==> src/rtl/swt_debounce_if.sv <==
// Switch debouncer signal bundle: raw board switches in, debounced levels and
// change notification out.
interface swt_debounce_if #(
    parameter int WIDTH = 8
);
    logic [WIDTH-1:0] swt_raw;
    logic [WIDTH-1:0] swt;
    logic             swt_chg;
    logic [WIDTH-1:0] chg_mask;
    logic             busy;

    modport master (
        output swt_raw,
        input  swt, swt_chg, chg_mask, busy
    );

    modport slave (
        input  swt_raw,
        output swt, swt_chg, chg_mask, busy
    );
endinterface

==> src/rtl/swt_debounce.sv <==
// Multi-bit switch debouncer: 2-flop synchronizer, shared sample-tick prescaler,
// and a per-bit qualify counter that accepts a level after STABLE_CNT differing ticks.
module swt_debounce #(
    parameter int WIDTH      = 8,
    parameter int TICK_DIV   = 100000,
    parameter int STABLE_CNT = 4
) (
    input  logic          clk,
    input  logic          reset,
    swt_debounce_if.slave sw
);
    localparam int PW = (TICK_DIV > 1) ? $clog2(TICK_DIV) : 1;
    localparam int CW = $clog2(STABLE_CNT + 1);
    localparam logic [PW-1:0] PRESC_MAX = PW'(TICK_DIV - 1);
    localparam logic [CW-1:0] CNT_LAST  = CW'(STABLE_CNT - 1);

    typedef enum logic {STABLE, QUALIFY} bit_state_t;

    logic [WIDTH-1:0] sync_p0, sync_p1;
    logic [PW-1:0]    presc;
    logic             tick;

    bit_state_t       state     [WIDTH];
    bit_state_t       state_nxt [WIDTH];
    logic [CW-1:0]    cnt       [WIDTH];
    logic [CW-1:0]    cnt_nxt   [WIDTH];

    logic [WIDTH-1:0] swt_q;
    logic [WIDTH-1:0] accept;
    logic             busy_nxt;
    logic             chg_q;
    logic [WIDTH-1:0] mask_q;
    logic             busy_q;

    // Stage p0/p1: metastability guard on the asynchronous switch inputs
    always_ff @(posedge clk) begin
        if (reset) begin
            sync_p0 <= '0;
            sync_p1 <= '0;
        end else begin
            sync_p0 <= sw.swt_raw;
            sync_p1 <= sync_p0;
        end
    end

    always_ff @(posedge clk) begin
        if (reset || tick) begin
            presc <= '0;
        end else begin
            presc <= presc + 1'b1;
        end
    end

    assign tick = (presc == PRESC_MAX);

    always_comb begin
        accept   = '0;
        busy_nxt = 1'b0;
        for (int i = 0; i < WIDTH; i++) begin
            state_nxt[i] = state[i];
            cnt_nxt[i]   = cnt[i];
            if (tick) begin
                if (sync_p1[i] == swt_q[i]) begin
                    cnt_nxt[i]   = '0;
                    state_nxt[i] = STABLE;
                end else if (cnt[i] >= CNT_LAST) begin
                    // Enough consecutive disagreeing ticks: take the new level
                    cnt_nxt[i]   = '0;
                    state_nxt[i] = STABLE;
                    accept[i]    = 1'b1;
                end else begin
                    cnt_nxt[i]   = cnt[i] + CW'(1);
                    state_nxt[i] = QUALIFY;
                end
            end
            if (cnt_nxt[i] != '0) begin
                busy_nxt = 1'b1;
            end
        end
    end

    // Stage p2: debounced level, change strobe and busy all register together
    always_ff @(posedge clk) begin
        if (reset) begin
            for (int i = 0; i < WIDTH; i++) begin
                state[i] <= STABLE;
                cnt[i]   <= '0;
            end
            swt_q  <= '0;
            chg_q  <= 1'b0;
            mask_q <= '0;
            busy_q <= 1'b0;
        end else begin
            for (int i = 0; i < WIDTH; i++) begin
                state[i] <= state_nxt[i];
                cnt[i]   <= cnt_nxt[i];
            end
            swt_q  <= swt_q ^ accept;
            chg_q  <= |accept;
            mask_q <= accept;
            busy_q <= busy_nxt;
        end
    end

    assign sw.swt      = swt_q;
    assign sw.swt_chg  = chg_q;
    assign sw.chg_mask = mask_q;
    assign sw.busy     = busy_q;
endmodule

==> src/flat_wrapper.sv <==
// flat-port wrapper written by rule: the top's interface ports become plain ports
module swt_debounce_flat 
#(
    parameter int WIDTH      = 8,
    parameter int TICK_DIV   = 100000,
    parameter int STABLE_CNT = 4
)
  (clk, reset, sw_swt_raw, sw_swt, sw_swt_chg, sw_chg_mask, sw_busy);
  swt_debounce_if #(.WIDTH(WIDTH)) sw_i ();
  input  logic clk;
  input  logic reset;
  input wire logic [$bits(sw_i.swt_raw)-1:0] sw_swt_raw;
  output wire logic [$bits(sw_i.swt)-1:0] sw_swt;
  output wire logic [$bits(sw_i.swt_chg)-1:0] sw_swt_chg;
  output wire logic [$bits(sw_i.chg_mask)-1:0] sw_chg_mask;
  output wire logic [$bits(sw_i.busy)-1:0] sw_busy;
  assign sw_i.swt_raw = sw_swt_raw;
  assign sw_swt = sw_i.swt;
  assign sw_swt_chg = sw_i.swt_chg;
  assign sw_chg_mask = sw_i.chg_mask;
  assign sw_busy = sw_i.busy;
  swt_debounce #(.WIDTH(WIDTH), .TICK_DIV(TICK_DIV), .STABLE_CNT(STABLE_CNT)) u_core (.clk(clk), .reset(reset), .sw(sw_i));
endmodule
==> config.mk <==
export PLATFORM = sky130hd
export DESIGN_NAME = swt_debounce_flat
export DESIGN_NICKNAME = d
export VERILOG_FILES = /design/src/rtl/swt_debounce_if.sv /design/src/rtl/swt_debounce.sv /design/src/flat_wrapper.sv
export SDC_FILE = /design/constraint.sdc
export NUM_CORES = 1
export LEC_CHECK = 0
export CORE_ASPECT_RATIO = 1.4
export CORE_UTILIZATION = 61
export CTS_CLUSTER_DIAMETER = 50
export DETAILED_ROUTE_END_ITERATION = 10
export MAX_ROUTING_LAYER = met4
export PLACE_DENSITY_LB_ADDON = 0.05
export REMOVE_ABC_BUFFERS = 1
export SKIP_LAST_GASP = 1
export SLEW_MARGIN = 20
export SYNTH_ARGS = -nofsm -noshare
export SYNTH_HDL_FRONTEND = slang
export SYNTH_SLANG_ARGS = --single-unit
==> constraint.sdc <==
create_clock -name clk -period 3.8 [get_ports clk]
set_clock_uncertainty 0.1 [all_clocks]
set_input_delay 0.76 -clock clk [delete_from_list [all_inputs] [get_ports clk]]
set_output_delay 0.76 -clock clk [all_outputs]
set_load 0.05 [all_outputs]
==> qor.yml, run 1 <==
syn_to_final_growth_pct: 16.00
crit_arrival_ns: 1.57
slowest_delay_ns: 0.83
cts_sinks: 75
die_width_um: 62.60
path_delay_family: "buffers and inverters"
setup_viol: 0
start_util: 0.6426
synth_ff_type: "dfxtp_1"
status: "finished clean"
grt_pass1_wl_um: 10460
cp-end-kind: "primary output"
synth_xor_area_frac: 0.05866
drt_drc_violations_left: 0
n_antenna_cell: 0
preCtsSetupSlack_ns: 1.485
final.period_utilization: 0.6402
layout.area.seq_mm2: 0.001501
cts-root-buf: "clkbuf_8"
clk_pin_slew_worst_paths_ns: 0.08
max_freq_mhz: 411.0
antenna_found_initial: 0
relSlewSlack: 0.5359
syn_area_mm2: 0.003136
grt_pass1_vias: 2379
grt_usage: 0.2558
synth_area_leader_cell: "dfxtp_1"
die_h_um: 86.83
yosysWarnings: 0
htree_levels: 3
setup_slack_ns: 1.367
hold_class: "flip-flop to flip-flop"
fin_crit_ns: 2.433
viasPerCell: 5.796
gr-total-overflow: 0
nets: 383
synth-simple-area-share: 0.2741
worstSetupPathType: "flip-flop to primary output"
yosysUniqueCellTypes: 41
fin_tns_setup_ns: 0
postRouteAntennaNets: 0
synth.area.mux_share: 0
ios: 28
cp_num_buf_inv: 1
vias: 2504
std_cell_rows: 30
synthTopCellsByArea: "dfxtp_1, nor2b_1, a21oi_1"
crit_path_cell_trace: "clkdlybuf4s50_1"
gp_congestion: 0.7856
synth-adder-area-share: 0.03990
p_total_w: 0.001486
critPathMaxFanout: 3
clk_latency_ns: 0.35
synth_compound_area_frac: 0.1193
crit_required_ns: 2.94
max_cap_viol_count: 0
drv_slew: 0
die_area_mm2: 0.005435
drt-initial-drc-count: 127
first_pass_iters: 4
ctsHoldBuffers: 0
core-area_mm2: 0.004880
layout_common_cells: "dfxtp_1, a21oi_1, clkdlybuf4s50_1"
avgRoutedWirePerCell_um: 14.77
place_inst: 416
nFillCells: 387
cts_tree: "built"
peakVddDrop_mv: 0.2958
ys_ff_latch: 75
clockBufferDepth: 2
portBuffers: 27
wl_um: 6379
grt_max_degree: 44
layout_commonest_cell: "dfxtp_1"
hold_viol: 0
cts_buffers: 9
cts_setup_buffers: 0
rsz0062_at_grt: "no"
synth_edf_count: 0
synth_top_family_by_area: "simple AND/OR/NAND/NOR gates"
syn_avg_cell_area_um2: 9.304
slowest_stage: "clkdlybuf4s50_1"
worstMarginPinSlew_ns: 0.6956
start_kind: "flip-flop"
yosysTopAreaCellShare: 0.4789
place_hpwl_um: 4272
ys_seq_area_frac: 0.4789
postCtsResizedCells: 0
p_per_area_mw_per_mm2: 408.5
p_leak_nw: 1.408
synthCells: 337
drive_gt1_frac: 0.06522
multi_input_area_mm2: 0.001543
stdcell_count: 432
synthArstFlopShare: 0
## synthesized netlist by cell type (3+ instances only)
cell,n
xnor2_1,11
nor2b_1,22
a211oi_1,7
dfxtp_1,75
inv_1,4
and3_1,8
nand3_1,21
clkbuf_1,9
nand3b_1,8
o31ai_1,3
nand2_1,24
and4_1,3
nand4_1,7
nor3_1,13
a211o_1,8
nor2_1,24
nor4_1,8
a21oi_1,27
ha_1,10
xor2_1,10
o21ai_0,8
## cells by family after synthesis
kind of cell             count (synthesis)
AO/OA/AOI/OAI                           60
flip-flops                              75
adder cells (fa/ha/maj)                 10
buffers and inverters                   18
AND/OR/NAND/NOR                        153
XOR/XNOR                                21
## per-layer routing
metal	wire length, um	global-route usage	vias to the layer above
met1	2685	0.2769	1183
met4	148	0.1311	0
met2	3370	0.4526	39
met3	175	0.03816	15
met5	0	-	-
li1	-	-	1267
## metrics by stage
stage	cell area [um^2]	util	hold WS, ns
after floorplan	3059	-	0.3138
after global placement	3425	0.7018	0.3186
after detailed placement	3425	0.7018	0.3212
after CTS	3637	0.7454	0.3381
after global routing	3637	0.7454	0.3511
final	3637	0.7454	0.3392
## power breakdown
group	leakage (nW)	internal, W	switching, W
logic	0.692	0.0000198	0.0000234
registers	0.608	0.000796	0.00000563
clock network	0.108	0.000355	0.000286
total	1.41	0.00117	0.000315
## final timing paths
| path | depth (start not counted) | end | slack, ns | from |
|---|---|---|---|---|
| worst max-delay path | 1 | sw_swt[7] | 1.37 | u_core.sw.swt[7] |
| worst min-delay path | 1 | u_core.sync_p1[0] | 0.34 | u_core.sync_p0[0] |
| worst max register to register | 5 | u_core.sw.chg_mask[3] | 1.45 | u_core.presc[0] |
| worst min register to register | 1 | u_core.sync_p1[0] | 0.34 | u_core.sync_p0[0] |
## sequential cells by signal (all words and copies together), names as in the netlist
register	count
u_core.sync_p0	8
u_core.sw.swt	8
u_core.sw.busy	1
u_core.sync_p1	8
u_core.presc	17
u_core.cnt	24
u_core.sw.swt_chg	1
u_core.sw.chg_mask	8
## worst register-to-register path, cell delays in order (launching register included)
cell and delay, ns:
dfxtp_1 0.38, ha_1 0.23, and4_1 0.34, and4b_1 0.69, nand2_2 0.30, nor3_1 0.24
## layout make-up
type,instances,area share
Sequential cell,75,0.4128
Timing Repair Buffer,29,0.07843
Inverter,4,0.004128
Clock buffer,12,0.04541
Tap cell,64,0.02202
Multi-Input combinational cell,244,0.4241
Clock inverter,4,0.01307
(Power assumes the default switching activity.)
==> run 2, diff against run 1 <==
CORE_UTILIZATION = 51   (was 61)
clock period = 2.2 ns   (was 3.8 ns; I/O delays follow)
==> qor.yml, run 2 (synthesized netlist as in run 1, its figures left out) <==
stdcell_count: 443  # was 432
grt_max_degree: 44  # unchanged
hold_class: "flip-flop to flip-flop"  # unchanged
layout.area.seq_mm2: 0.001501  # unchanged
ios: 28  # unchanged
setup_viol: 0  # unchanged
cts_sinks: 75  # unchanged
std_cell_rows: 33  # was 30
fin_tns_setup_ns: 0  # unchanged
largest_register_ffs: 24  # unchanged
grt_pass1_wl_um: 10430  # was 10,460 um
viasPerCell: 5.632  # was 5.796
gp_congestion: 0.7911  # was 0.7856
drt-initial-drc-count: 108  # was 127
layout_common_cells: "dfxtp_1, a21oi_1, clkdlybuf4s50_1"  # unchanged
grt_usage: 0.2261  # was 0.2558
drt_drc_violations_left: 0  # unchanged
critPathMaxFanout: 3  # unchanged
status: "finished clean"  # unchanged
clk_latency_ns: 0.35  # about the same
cts_buffers: 9  # unchanged
switching_share: 0.1991  # was 0.2123
place_hpwl_um: 4460  # was 4272 um
regMostFlops: "u_core.cnt"  # unchanged
reg_top3: "u_core.cnt x24, u_core.presc x17"  # unchanged
clockBufferDepth: 2  # unchanged
drive_gt1_frac: 0.07507  # was 0.06522
seqPwrFrac: 0.506  # was 0.539
start_kind: "flip-flop"  # unchanged
cts_setup_buffers: 0  # unchanged
slowest_stage: "clkdlybuf4s50_1"  # unchanged
cts_tree: "built"  # unchanged
vias: 2495  # was 2,504
final.period_utilization: 0.9465
nets: 388  # was 383
avgRoutedWirePerCell_um: 14.63  # was 14.77 um
path_delay_family: "buffers and inverters"  # unchanged
worstMarginPinSlew_ns: 0.5334  # was 0.6956 ns
rsz0062_at_grt: "no"  # unchanged
p_per_area_mw_per_mm2: 737.1  # was 408.5 mW/mm^2
postRouteAntennaNets: 0  # unchanged
drv_slew: 0  # unchanged
p_leak_nw: 1.447  # was 1.408 nW
crit_required_ns: 1.66  # was 2.94 ns
grt_pass1_vias: 2346  # was 2,379
internal_power_w: 0.002191  # was 0.001171 W
clk_pin_slew_worst_paths_ns: 0.08  # about the same
n_antenna_cell: 0  # unchanged
cts-root-buf: "clkbuf_8"  # unchanged
switching_power_w: 0.0005445  # was 0.0003155 W
nFillCells: 529  # was 387
gr-total-overflow: 0  # unchanged
fin_util: 0.6285  # was 0.7454
wl_um: 6481  # was 6379 um
portBuffers: 27  # unchanged
core-area_mm2: 0.005904  # was 0.004880 mm^2
place_inst: 427  # was 416
relSlewSlack: 0.6352  # was 0.5359
whs_ns: 0.3368  # was 0.3392 ns
die_h_um: 94.78  # was 86.83 um
max_freq_mhz: 480.3
slowest_delay_ns: 0.82  # was 0.83 ns
postCtsResizedCells: 0  # unchanged
first_pass_iters: 4  # unchanged
start_util: 0.5310  # was 0.6426
antenna_found_initial: 0  # unchanged
cp_num_buf_inv: 1  # unchanged
syn_to_final_growth_pct: 18.36  # was 16.00%
worstSetupPathType: "flip-flop to primary output"  # unchanged
ctsHoldBuffers: 0  # unchanged
crit_path_cell_trace: "clkdlybuf4s50_1"  # unchanged
multi_input_area_mm2: 0.001543  # unchanged
htree_levels: 3  # unchanged
fin_crit_ns: 2.082
cp-end-kind: "primary output"  # unchanged
peakVddDrop_mv: 0.4904  # was 0.2958 mV
die_width_um: 68.27  # was 62.60 um
power.share.combinational: 0.027  # was 0.029
hold_viol: 0  # unchanged
max_cap_viol_count: 0  # unchanged
clkPwrFrac: 0.467  # was 0.432
crit_arrival_ns: 1.54  # was 1.57 ns
layout_commonest_cell: "dfxtp_1"  # unchanged
die_area_mm2: 0.006470  # was 0.005435 mm^2
==> run 2: changes by cell type in the layout (fill, tap and decap cells not counted), sizes merged <==
| cell | change |
|---|---|
| buf | +5 |
| bufinv | +2 |
| clkbuf | -1 |
| clkinvlp | -1 |
==> run 2: path summary, 6_finish.rpt <==
| path | slack, ns | from | depth (start not counted) | endpoint |
|---|---|---|---|---|
| setup / recovery | 0.12 | u_core.sw.swt[2] | 1 | sw_swt[2] |
| hold / removal | 0.34 | u_core.sync_p0[3] | 1 | u_core.sync_p1[3] |
| setup reg to reg | 0.27 | u_core.presc[0] | 6 | u_core.cnt[0][8] |
| hold reg to reg | 0.34 | u_core.sync_p0[3] | 1 | u_core.sync_p1[3] |
==> run 2: routing by layer <==
metal / share of wire / GRT usage / routed length (um)
met1: 0.44 / 0.2359 / 2865
met2: 0.51 / 0.3922 / 3336
met3: 0.020 / 0.05435 / 132
met4: 0.023 / 0.09722 / 146
met5: 0 / - / 0
==> run 2: area by class of cell <==
class / instances / area share
multi-input combinational: 244 / 0.4157
sequential: 75 / 0.4046
timing repair buffer: 34 / 0.08699
clock buffer: 11 / 0.03810
clock inverter: 5 / 0.02697
tap: 70 / 0.02360
inverter: 4 / 0.004046
==> run 2: power by group through the flow <==
| stage | Combinational (W) | Sequential, W | Clock, W |
|---|---|---|---|
| floorplan | 0.0000350 | 0.00141 | 0 |
| global placement | 0.0000744 | 0.00142 | 0 |
| detailed placement | 0.0000746 | 0.00142 | 0 |
| CTS | 0.0000750 | 0.00138 | 0.00130 |
| global route | 0.0000810 | 0.00139 | 0.00135 |
| finish | 0.0000738 | 0.00138 | 0.00128 |
==> run 2: metrics by stage <==
| stage | area (um^2) | worst slack, ns | power [W] |
|---|---|---|---|
| finish | 3711 | 0.1178 | 0.002735 |
| global placement | 3470 | 0.2963 | 0.001490 |
| CTS | 3711 | 0.1093 | 0.002755 |
| detailed placement | 3470 | 0.2851 | 0.001491 |
| floorplan | 3059 | 0.1491 | 0.001449 |
| global route | 3711 | 0.06824 | 0.002817 |
==> run 3, diff against run 2 <==
CORE_UTILIZATION = 57   (was 51)
GPL_ROUTABILITY_DRIVEN = 0   (was unset)
clock period = 2.05 ns   (was 2.2 ns; I/O delays follow)
==> qor.yml, run 3 (synthesized netlist as in run 1, its figures left out) <==
status: "finished clean"  # unchanged
crit_required_ns: 1.54  # was 1.66 ns
cp_num_buf_inv: 1  # unchanged
min_from: "u_core.sync_p0[7]"  # was u_core.sync_p0[3]
dpl_cell_area_mm2: 0.003507  # was 0.003470 mm^2
antenna_found_initial: 0  # unchanged
fin_crit_ns: 1.994
die_width_um: 64.69  # was 68.27 um
grt_usage: 0.2504  # was 0.2261
path_delay_family: "buffers and inverters"  # unchanged
first_pass_iters: 4  # unchanged
avgRoutedWirePerCell_um: 14.65  # was 14.63 um
setup_viol: 0  # unchanged
portBuffers: 27  # unchanged
ios: 28  # unchanged
slowest_stage: "clkdlybuf4s50_1"  # unchanged
hold_class: "flip-flop to flip-flop"  # unchanged
layout_commonest_cell: "dfxtp_1"  # unchanged
min_path_cells: 1  # unchanged
crit_arrival_ns: 1.48  # was 1.54 ns
start_kind: "flip-flop"  # unchanged
hold_viol: 0  # unchanged
cts-root-buf: "clkbuf_8"  # unchanged
postLayoutCellArea_mm2: 0.003774  # was 0.003711 mm^2
clk_pin_slew_worst_paths_ns: 0.08  # about the same
max_freq_mhz: 501.4
wl_um: 6577  # was 6481 um
core-area_mm2: 0.005236  # was 0.005904 mm^2
preCtsSetupSlack_ns: 0.05332  # was 0.2851 ns
htree_levels: 3  # unchanged
n_antenna_cell: 0  # unchanged
p_per_area_mw_per_mm2: 778.5  # was 737.1 mW/mm^2
r2r_cells: 6  # unchanged
cp-end-kind: "primary output"  # unchanged
slowest_delay_ns: 0.81  # was 0.82 ns
viasPerCell: 5.724  # was 5.632
reg_top3: "u_core.cnt x24, u_core.presc x17"  # unchanged
postRouteAntennaNets: 0  # unchanged
drive_gt1_frac: 0.1227  # was 0.07507
cts_buffers: 9  # unchanged
ctsHoldBuffers: 0  # unchanged
regMostFlops: "u_core.cnt"  # unchanged
timing.rr.start: "u_core.cnt[0][1]"  # was u_core.presc[0]
grt_pass1_vias: 2403  # was 2,346
vias: 2570  # was 2,495
worstSetupPathType: "flip-flop to primary output"  # unchanged
largest_register_ffs: 24  # unchanged
grt_max_degree: 44  # unchanged
peakVddDrop_mv: 0.5360  # was 0.4904 mV
final.period_utilization: 0.9728
drv_slew: 0  # unchanged
clk_latency_ns: 0.35  # about the same
drt-initial-drc-count: 175  # was 108
die_h_um: 89.76  # was 94.78 um
max_cap_viol_count: 0  # unchanged
start_util: 0.5988  # was 0.5310
hold_end: "u_core.sync_p1[7]"  # was u_core.sync_p1[3]
drt_drc_violations_left: 0  # unchanged
crit_path_cell_trace: "clkdlybuf4s50_1"  # unchanged
clockBufferDepth: 2  # unchanged
die_area_mm2: 0.005806  # was 0.006470 mm^2
grt_pass1_wl_um: 10780  # was 10,430 um
gr-total-overflow: 0  # unchanged
nets: 398  # was 388
p_leak_nw: 1.531  # was 1.447 nW
place_hpwl_um: 4557  # was 4460 um
critPathMaxFanout: 1  # was 3
worstMarginPinSlew_ns: 0.5003  # was 0.5334 ns
std_cell_rows: 31  # was 33
layout_common_cells: "dfxtp_1, a21oi_1, nand2_1, nor2_1, buf_4"  # was dfxtp_1, a21oi_1, clkdlybuf4s50_1
reg2reg_to: "u_core.sw.busy"  # was u_core.cnt[0][8]
cts_sinks: 75  # unchanged
syn_to_final_growth_pct: 20.35  # was 18.36%
r2r_slack_ns: 0.18  # was 0.27 ns
relSlewSlack: 0.6654  # was 0.6352
cts_tree: "built"  # unchanged
setup_slack_ns: 0.05573  # was 0.1178 ns
rsz0062_at_grt: "no"  # unchanged
run 3: worst max path at each step:
stage	endpoint	depth (start not counted)	startpoint	slack [ns]
final	sw_chg_mask[3]	1	u_core.sw.chg_mask[3]	0.06
after global routing	u_core.sw.swt[4]	6	u_core.presc[0]	0.006
after CTS	sw_swt[3]	1	u_core.sw.swt[3]	0.0003
after detailed placement	u_core.cnt[1][9]	6	u_core.presc[0]	0.05
after global placement	u_core.sw.swt[1]	6	u_core.presc[0]	0.13
after floorplan	u_core.sw.swt_chg	5	u_core.presc[0]	-0.0009
run 3: report_power, final:
| group | switching [W] | leakage [nW] | internal (W) |
|---|---|---|---|
| combinational | 0.0000463 | 0.800 | 0.0000442 |
| sequential | 0.0000104 | 0.608 | 0.00148 |
| clock | 0.000523 | 0.123 | 0.000838 |
| total | 0.000580 | 1.53 | 0.00236 |
run 3: through the flow:
stage | util | instances | power [W] | setup TNS (ns) | hold WS, ns
floorplan | - | 323 | 0.001555 | -0.0009019 | 0.3138
global placement | 0.6698 | 431 | 0.001607 | 0 | 0.3173
detailed placement | 0.6698 | 431 | 0.001609 | 0 | 0.3268
CTS | 0.7159 | 447 | 0.002961 | 0 | 0.3429
global route | 0.7207 | 449 | 0.003055 | 0 | 0.3658
finish | 0.7207 | 449 | 0.002938 | 0 | 0.3404
run 3: per-layer routing:
layer / up-vias / wire length (um) / part of all wire / GRT usage
met4: 0 / 167 / 0.025 / 0.1167
met1: 1218 / 2787 / 0.42 / 0.2729
li1: 1295 / - / - / -
met5: - / 0 / 0 / -
met3: 17 / 206 / 0.031 / 0.07360
met2: 40 / 3417 / 0.52 / 0.4114
run 3: layout make-up:
type,instances,area (um^2)
Fill cell,414,1463
Timing Repair Buffer,44,386.6
Multi-Input combinational cell,244,1546
Sequential cell,75,1501
Clock buffer,11,141.4
Clock inverter,5,100.1
Inverter,4,15.01
Tap cell,66,82.58
run 3: timing repair:
item | CTS | global route
buffers inserted | 0 | 2
hold endpoints to repair | 0 | 0
gates resized for setup | 0 | 5
endpoints found under the setup margin | 0 | 29
